`config.mk`:
```
export PLATFORM = sky130hd
export DESIGN_NAME = pixel_clip_fifo
export DESIGN_NICKNAME = d
export VERILOG_FILES = /design/src/rtl/pixel_clip_fifo.sv
export SDC_FILE = /design/constraint.sdc
export NUM_CORES = 1
export LEC_CHECK = 0
export CAP_MARGIN = 10
export CELL_PAD_IN_SITES_DETAIL_PLACEMENT = 0
export CELL_PAD_IN_SITES_GLOBAL_PLACEMENT = 1
export CORE_MARGIN = 2
export CORE_UTILIZATION = 47
export DETAILED_ROUTE_END_ITERATION = 16
export PLACE_DENSITY_LB_ADDON = 0.1
export SLEW_MARGIN = 0
export SYNTH_ARGS = -nofsm -noshare
export SYNTH_HDL_FRONTEND = slang
export SYNTH_SLANG_ARGS = --single-unit
```
`constraint.sdc`:
```
create_clock -name CLOCK_50 -period 3.05 [get_ports CLOCK_50]
set_input_delay 0.915 -clock CLOCK_50 [delete_from_list [all_inputs] [get_ports CLOCK_50]]
set_output_delay 0.915 -clock CLOCK_50 [all_outputs]
set_load 0.1 [all_outputs]
```
`src/rtl/pixel_clip_fifo.sv`:
```
// rtl/pixel_clip_fifo.sv - clips signed pixel requests to the frame and queues them for the vga_adapter
// Optional duplicate-pixel suppression is built when PIXEL_DEDUP_EN is defined.
module pixel_clip_fifo #(
    parameter int DEPTH    = 16,
    parameter int X_MAX    = 159,
    parameter int Y_MAX    = 119,
    parameter int COLOUR_W = 3
) (
    input  logic                     CLOCK_50,
    input  logic                     reset,
    input  logic                     in_valid,
    output logic                     in_ready,
    input  logic [8:0]               in_x,
    input  logic [7:0]               in_y,
    input  logic [COLOUR_W-1:0]      in_colour,
    input  logic                     out_ready,
    output logic [7:0]               x,
    output logic [6:0]               y,
    output logic [COLOUR_W-1:0]      colour,
    output logic                     plot,
    output logic [$clog2(DEPTH):0]   level,
    output logic [15:0]              clip_count
);

    localparam int AW = $clog2(DEPTH);
    localparam int EW = 15 + COLOUR_W;
    localparam logic [8:0]  LP_X_MAX = 9'(X_MAX);
    localparam logic [7:0]  LP_Y_MAX = 8'(Y_MAX);
    localparam logic [AW:0] LP_DEPTH = (AW + 1)'(DEPTH);

    logic [EW-1:0]         r_mem [DEPTH];
    logic [AW-1:0]         r_wr_ptr;
    logic [AW-1:0]         r_rd_ptr;
    logic [AW:0]           r_level;
    logic [15:0]           r_clip_count;
    logic [7:0]            r_x;
    logic [6:0]            r_y;
    logic [COLOUR_W-1:0]   r_colour;
    logic                  r_plot;

    logic                  w_full;
    logic                  w_empty;
    logic                  w_accept;
    logic                  w_onscreen;
    logic                  w_dup;
    logic                  w_push;
    logic                  w_pop;
    logic [EW-1:0]         w_entry;
    logic [EW-1:0]         w_head;

    assign w_full   = (r_level == LP_DEPTH);
    assign w_empty  = (r_level == '0);
    assign w_accept = in_valid && !w_full;

    // Sign bit clear means non-negative, so the upper bound can be an unsigned compare.
    assign w_onscreen = !in_x[8] && (in_x <= LP_X_MAX) && !in_y[7] && (in_y <= LP_Y_MAX);
    assign w_entry    = {in_x[7:0], in_y[6:0], in_colour};

`ifdef PIXEL_DEDUP_EN
    logic [EW-1:0] r_last;
    logic          r_last_vld;

    always_ff @(posedge CLOCK_50 or posedge reset) begin
        if (reset) begin
            r_last     <= '0;
            r_last_vld <= 1'b0;
        end else if (w_accept && w_onscreen) begin
            r_last     <= w_entry;
            r_last_vld <= 1'b1;
        end
    end

    assign w_dup = r_last_vld && (r_last == w_entry);
`else
    assign w_dup = 1'b0;
`endif

    assign w_push = w_accept && w_onscreen && !w_dup;
    assign w_pop  = !w_empty && out_ready;
    assign w_head = r_mem[r_rd_ptr];

    always_ff @(posedge CLOCK_50) begin
        if (w_push) begin
            r_mem[r_wr_ptr] <= w_entry;
        end
    end

    always_ff @(posedge CLOCK_50 or posedge reset) begin
        if (reset) begin
            r_wr_ptr     <= '0;
            r_rd_ptr     <= '0;
            r_level      <= '0;
            r_clip_count <= '0;
            r_x          <= '0;
            r_y          <= '0;
            r_colour     <= '0;
            r_plot       <= 1'b0;
        end else begin
            if (w_push) begin
                r_wr_ptr <= r_wr_ptr + 1'b1;
            end
            if (w_pop) begin
                r_rd_ptr <= r_rd_ptr + 1'b1;
                {r_x, r_y, r_colour} <= w_head;
            end
            r_plot <= w_pop;
            if (w_push && !w_pop) begin
                r_level <= r_level + 1'b1;
            end else if (!w_push && w_pop) begin
                r_level <= r_level - 1'b1;
            end
            if (w_accept && !w_onscreen && (r_clip_count != 16'hFFFF)) begin
                r_clip_count <= r_clip_count + 16'd1;
            end
        end
    end

    assign in_ready   = !w_full;
    assign x          = r_x;
    assign y          = r_y;
    assign colour     = r_colour;
    assign plot       = r_plot;
    assign level      = r_level;
    assign clip_count = r_clip_count;

endmodule

```
==> flow_metrics.tcl <==
set metrics [dict create \
    status "complete, no violations" \
    multi_input_area_sq_mm 0.00323 \
    critPathKind "input pin to flop" \
    ios 65 \
    area_growth_pct 21.6 \
    clkLatencyLatePin_ns 0.52 \
    fin_skew_ns 0.0209 \
    nets 821 \
    start_kind "input pin" \
    clock_sinks 336 \
    slew_viol_final 0 \
    rows 61 \
    grt_pass1_wl_um 42600 \
    cts_max_level 2 \
    synth_nets 680 \
    synth_area_leaders "edfxtp_1, mux4_2, dfrtp_1" \
    grt_pass1_vias 6787 \
    max-vdd-ir-drop_uv 700 \
    reg2reg_from "level[0]" \
    holdPathEnd "y[1]" \
    maxCapViolations 0 \
    dpl.hpwl_um 16800 \
    place_worst_setup_slack_ns -0.656 \
    finalCritPeriodShare_pct 95.9 \
    cts_max_path_buffers 3 \
    ff2ff_setup_slack_ns 0.30 \
    grt_max_degree 75 \
    seq_area_frac_synth_pct 74.6 \
    final-seq-area_sq_mm 0.00986 \
    drtIter0Drc 447 \
    yosysWarningCount 0 \
    worst-path-max-fanout 4 \
    antenna_found_initial 0 \
    clk_pin_slew_ns 0.06 \
    cts_tree "done" \
    netlist_area_sq_mm 0.0132 \
    clock.fmax_mhz 342 \
    diodes 0 \
    viasPerCell 5.49 \
    cts_hold_buf 0 \
    p_leak_nw 5.55 \
    post_drt_wl_per_cell_um 23.8 \
    fin_crit_ns 2.93 \
    min_from "y[1]" \
    finalNonFillerCells 1192 \
    vias 6545 \
    p_per_area_mw_per_mm2 934 \
    ys_seq_elements 336 \
    crit_slowest_cell "clkdlybuf4s50_1" \
    root_buffer "clkbuf_16" \
    cts_buffers 37 \
    hold-path-cell-count 2 \
    remaining_drc_errors 0 \
    drtPass1Iterations 4 \
    tightest_slew_ns 0.718 \
    start_util_pct 47.6 \
    async_flop_share_pct 14.3 \
    ys_types 43 \
    setup_viol 0 \
    critPathRequiredTime_ns 3.44 \
    power.total_mw 15.0 \
    max_stage_delay_ns 0.47 \
    crit_chain "clkdlybuf4s50_1 > o21ai_1 > buf_4 > nand3_2 > nor2_2 > ha_1 > inv_1 > fa_1 > a21o_1 > a21oi_1 > xnor2_1 > nor2_1 > xnor2_1" \
    crit_path_end_kind "flop" \
    syn_area_per_cell_sq_um 20.5 \
    wl_um 28400 \
    synth_top_cell_by_area "edfxtp_1" \
    num-fill-cells 2086 \
    die_w_um 172 \
    synth_edf_count 288 \
    hold_class "flop to flop" \
    dp.cells 1124 \
    die-area_sq_mm 0.0294 \
    gp_congestion 0.744 \
    core_area_sq_mm 0.0277 \
    reg2reg_to "level[3]" \
    grt_use_total_pct 20.1 \
    worstRegToRegCells 11 \
    critPathMostFrequentCell "xnor2_1" \
    synthCells 645 \
    finalHoldViolations 0 \
    ant_nets 0 \
    synth_flop_cell "edfxtp_1" \
    synth_top_area_share_pct 65.5 \
    slew_headroom_pct 52.1 \
    overflow 0 \
    worstPathArrival_ns 3.32 \
    die_h_um 172 \
    io_buffer_count 64 \
    setup_slack_ns 0.125 \
    drive_gt1_share_pct 34.9 \
]
-- how the worst max path moves through the flow --
| stage | startpoint | to | cells past startpoint |
|---|---|---|---|
| after floorplan | level[0] | level[4] | 11 |
| after global placement | in_x[5] | level[4] | 13 |
| after detailed placement | in_x[5] | level[3] | 13 |
| after CTS | in_x[6] | level[4] | 13 |
| after global routing | in_x[6] | level[4] | 13 |
| final | in_x[6] | level[4] | 13 |
-- cell usage in the layout (no fill, tap or decap), drive strengths merged, types with 11 or more instances in the layout --
master,Yosys,final
buf,21,109
clkbuf,9,51
clkdlybuf4s50,0,22
clkinv,0,11
dfrtp,48,48
edfxtp,288,288
mux2i,35,35
mux4,72,72
nand2,36,36
nor2,22,22
o221ai,17,17
xnor2,20,20
-- cells by family after synthesis --
logic type	synth area share (%)
compound gates	2.17
fa+ha+maj	1.10
buf+inv	1.51
simple gates	3.69
flops	74.6
xor+xnor	1.73
mux	15.2
-- flip-flops by register name, indices dropped and copies added (netlist names) --
register,count
clip_count,16
y,7
r_rd_ptr,4
plot,1
x,8
colour,3
level,5
r_wr_ptr,4
r_mem,288
-- synth_stat cells, drive strengths merged (2+ instances only) --
master and count:
a21o 2, a21oi 2, and3 3, and4 2, buf 21, clkbuf 9, dfrtp 48, edfxtp 288
ha 10, inv 8, mux2 3, mux2i 35, mux4 72, nand2 36, nand2b 3, nand3 8
nand4 10, nor2 22, nor3 6, o21ai 6, o221ai 17, or4 2, xnor2 20, xor2 6
-- worst max-delay path: cells and delay by family --
family	cells	cell delay (ns)
buffers and inverters	3	0.73
adder cells (fa/ha/maj)	2	0.58
AO/OA/AOI/OAI	3	0.51
AND/OR/NAND/NOR	3	0.34
XOR/XNOR	2	0.26
-- metal layers --
metal / wire, um / track usage [%] / vias up
li1: - / - / 2900
met2: 14100 / 32.9 / 135
met5: 0 / 0 / -
met1: 12500 / 28.8 / 3469
met4: 480 / 5.05 / 0
met3: 1310 / 2.76 / 41
-- area by class of cell --
cell class | instances | area share [%]
sequential | 336 | 61.5
inverter | 8 | 0.187
tap | 378 | 2.95
timing repair buffer | 132 | 7.62
clock inverter | 16 | 1.10
clock buffer | 51 | 6.55
multi-input combinational | 271 | 20.2
-- power by group --
group,internal [mW],switching [mW]
Combinational,1.84,3.00
Sequential,5.31,0.402
Clock,2.75,1.70
-- through the flow --
step                hold slack, ns  area, sq um   TNS, ns  utilization, %
finish                       0.489        16100         0            57.9
global route                 0.533        16100  -0.00110            57.9
CTS                          0.492        16000         0            57.9
detailed placement           0.478        14800    -95.11            53.5
global placement             0.472        14800    -72.23            53.5
floorplan                    0.495        13200         0               -
-- repair_timing --
| action | 4_1_cts | 5_1_grt |
|---|---|---|
| pin swaps | 0 | 2 |
| setup endpoints to repair | 2 | 2 |
| resized for setup | 1 | 2 |
| setup buffers | 0 | 1 |
(Power assumes the default switching activity.)
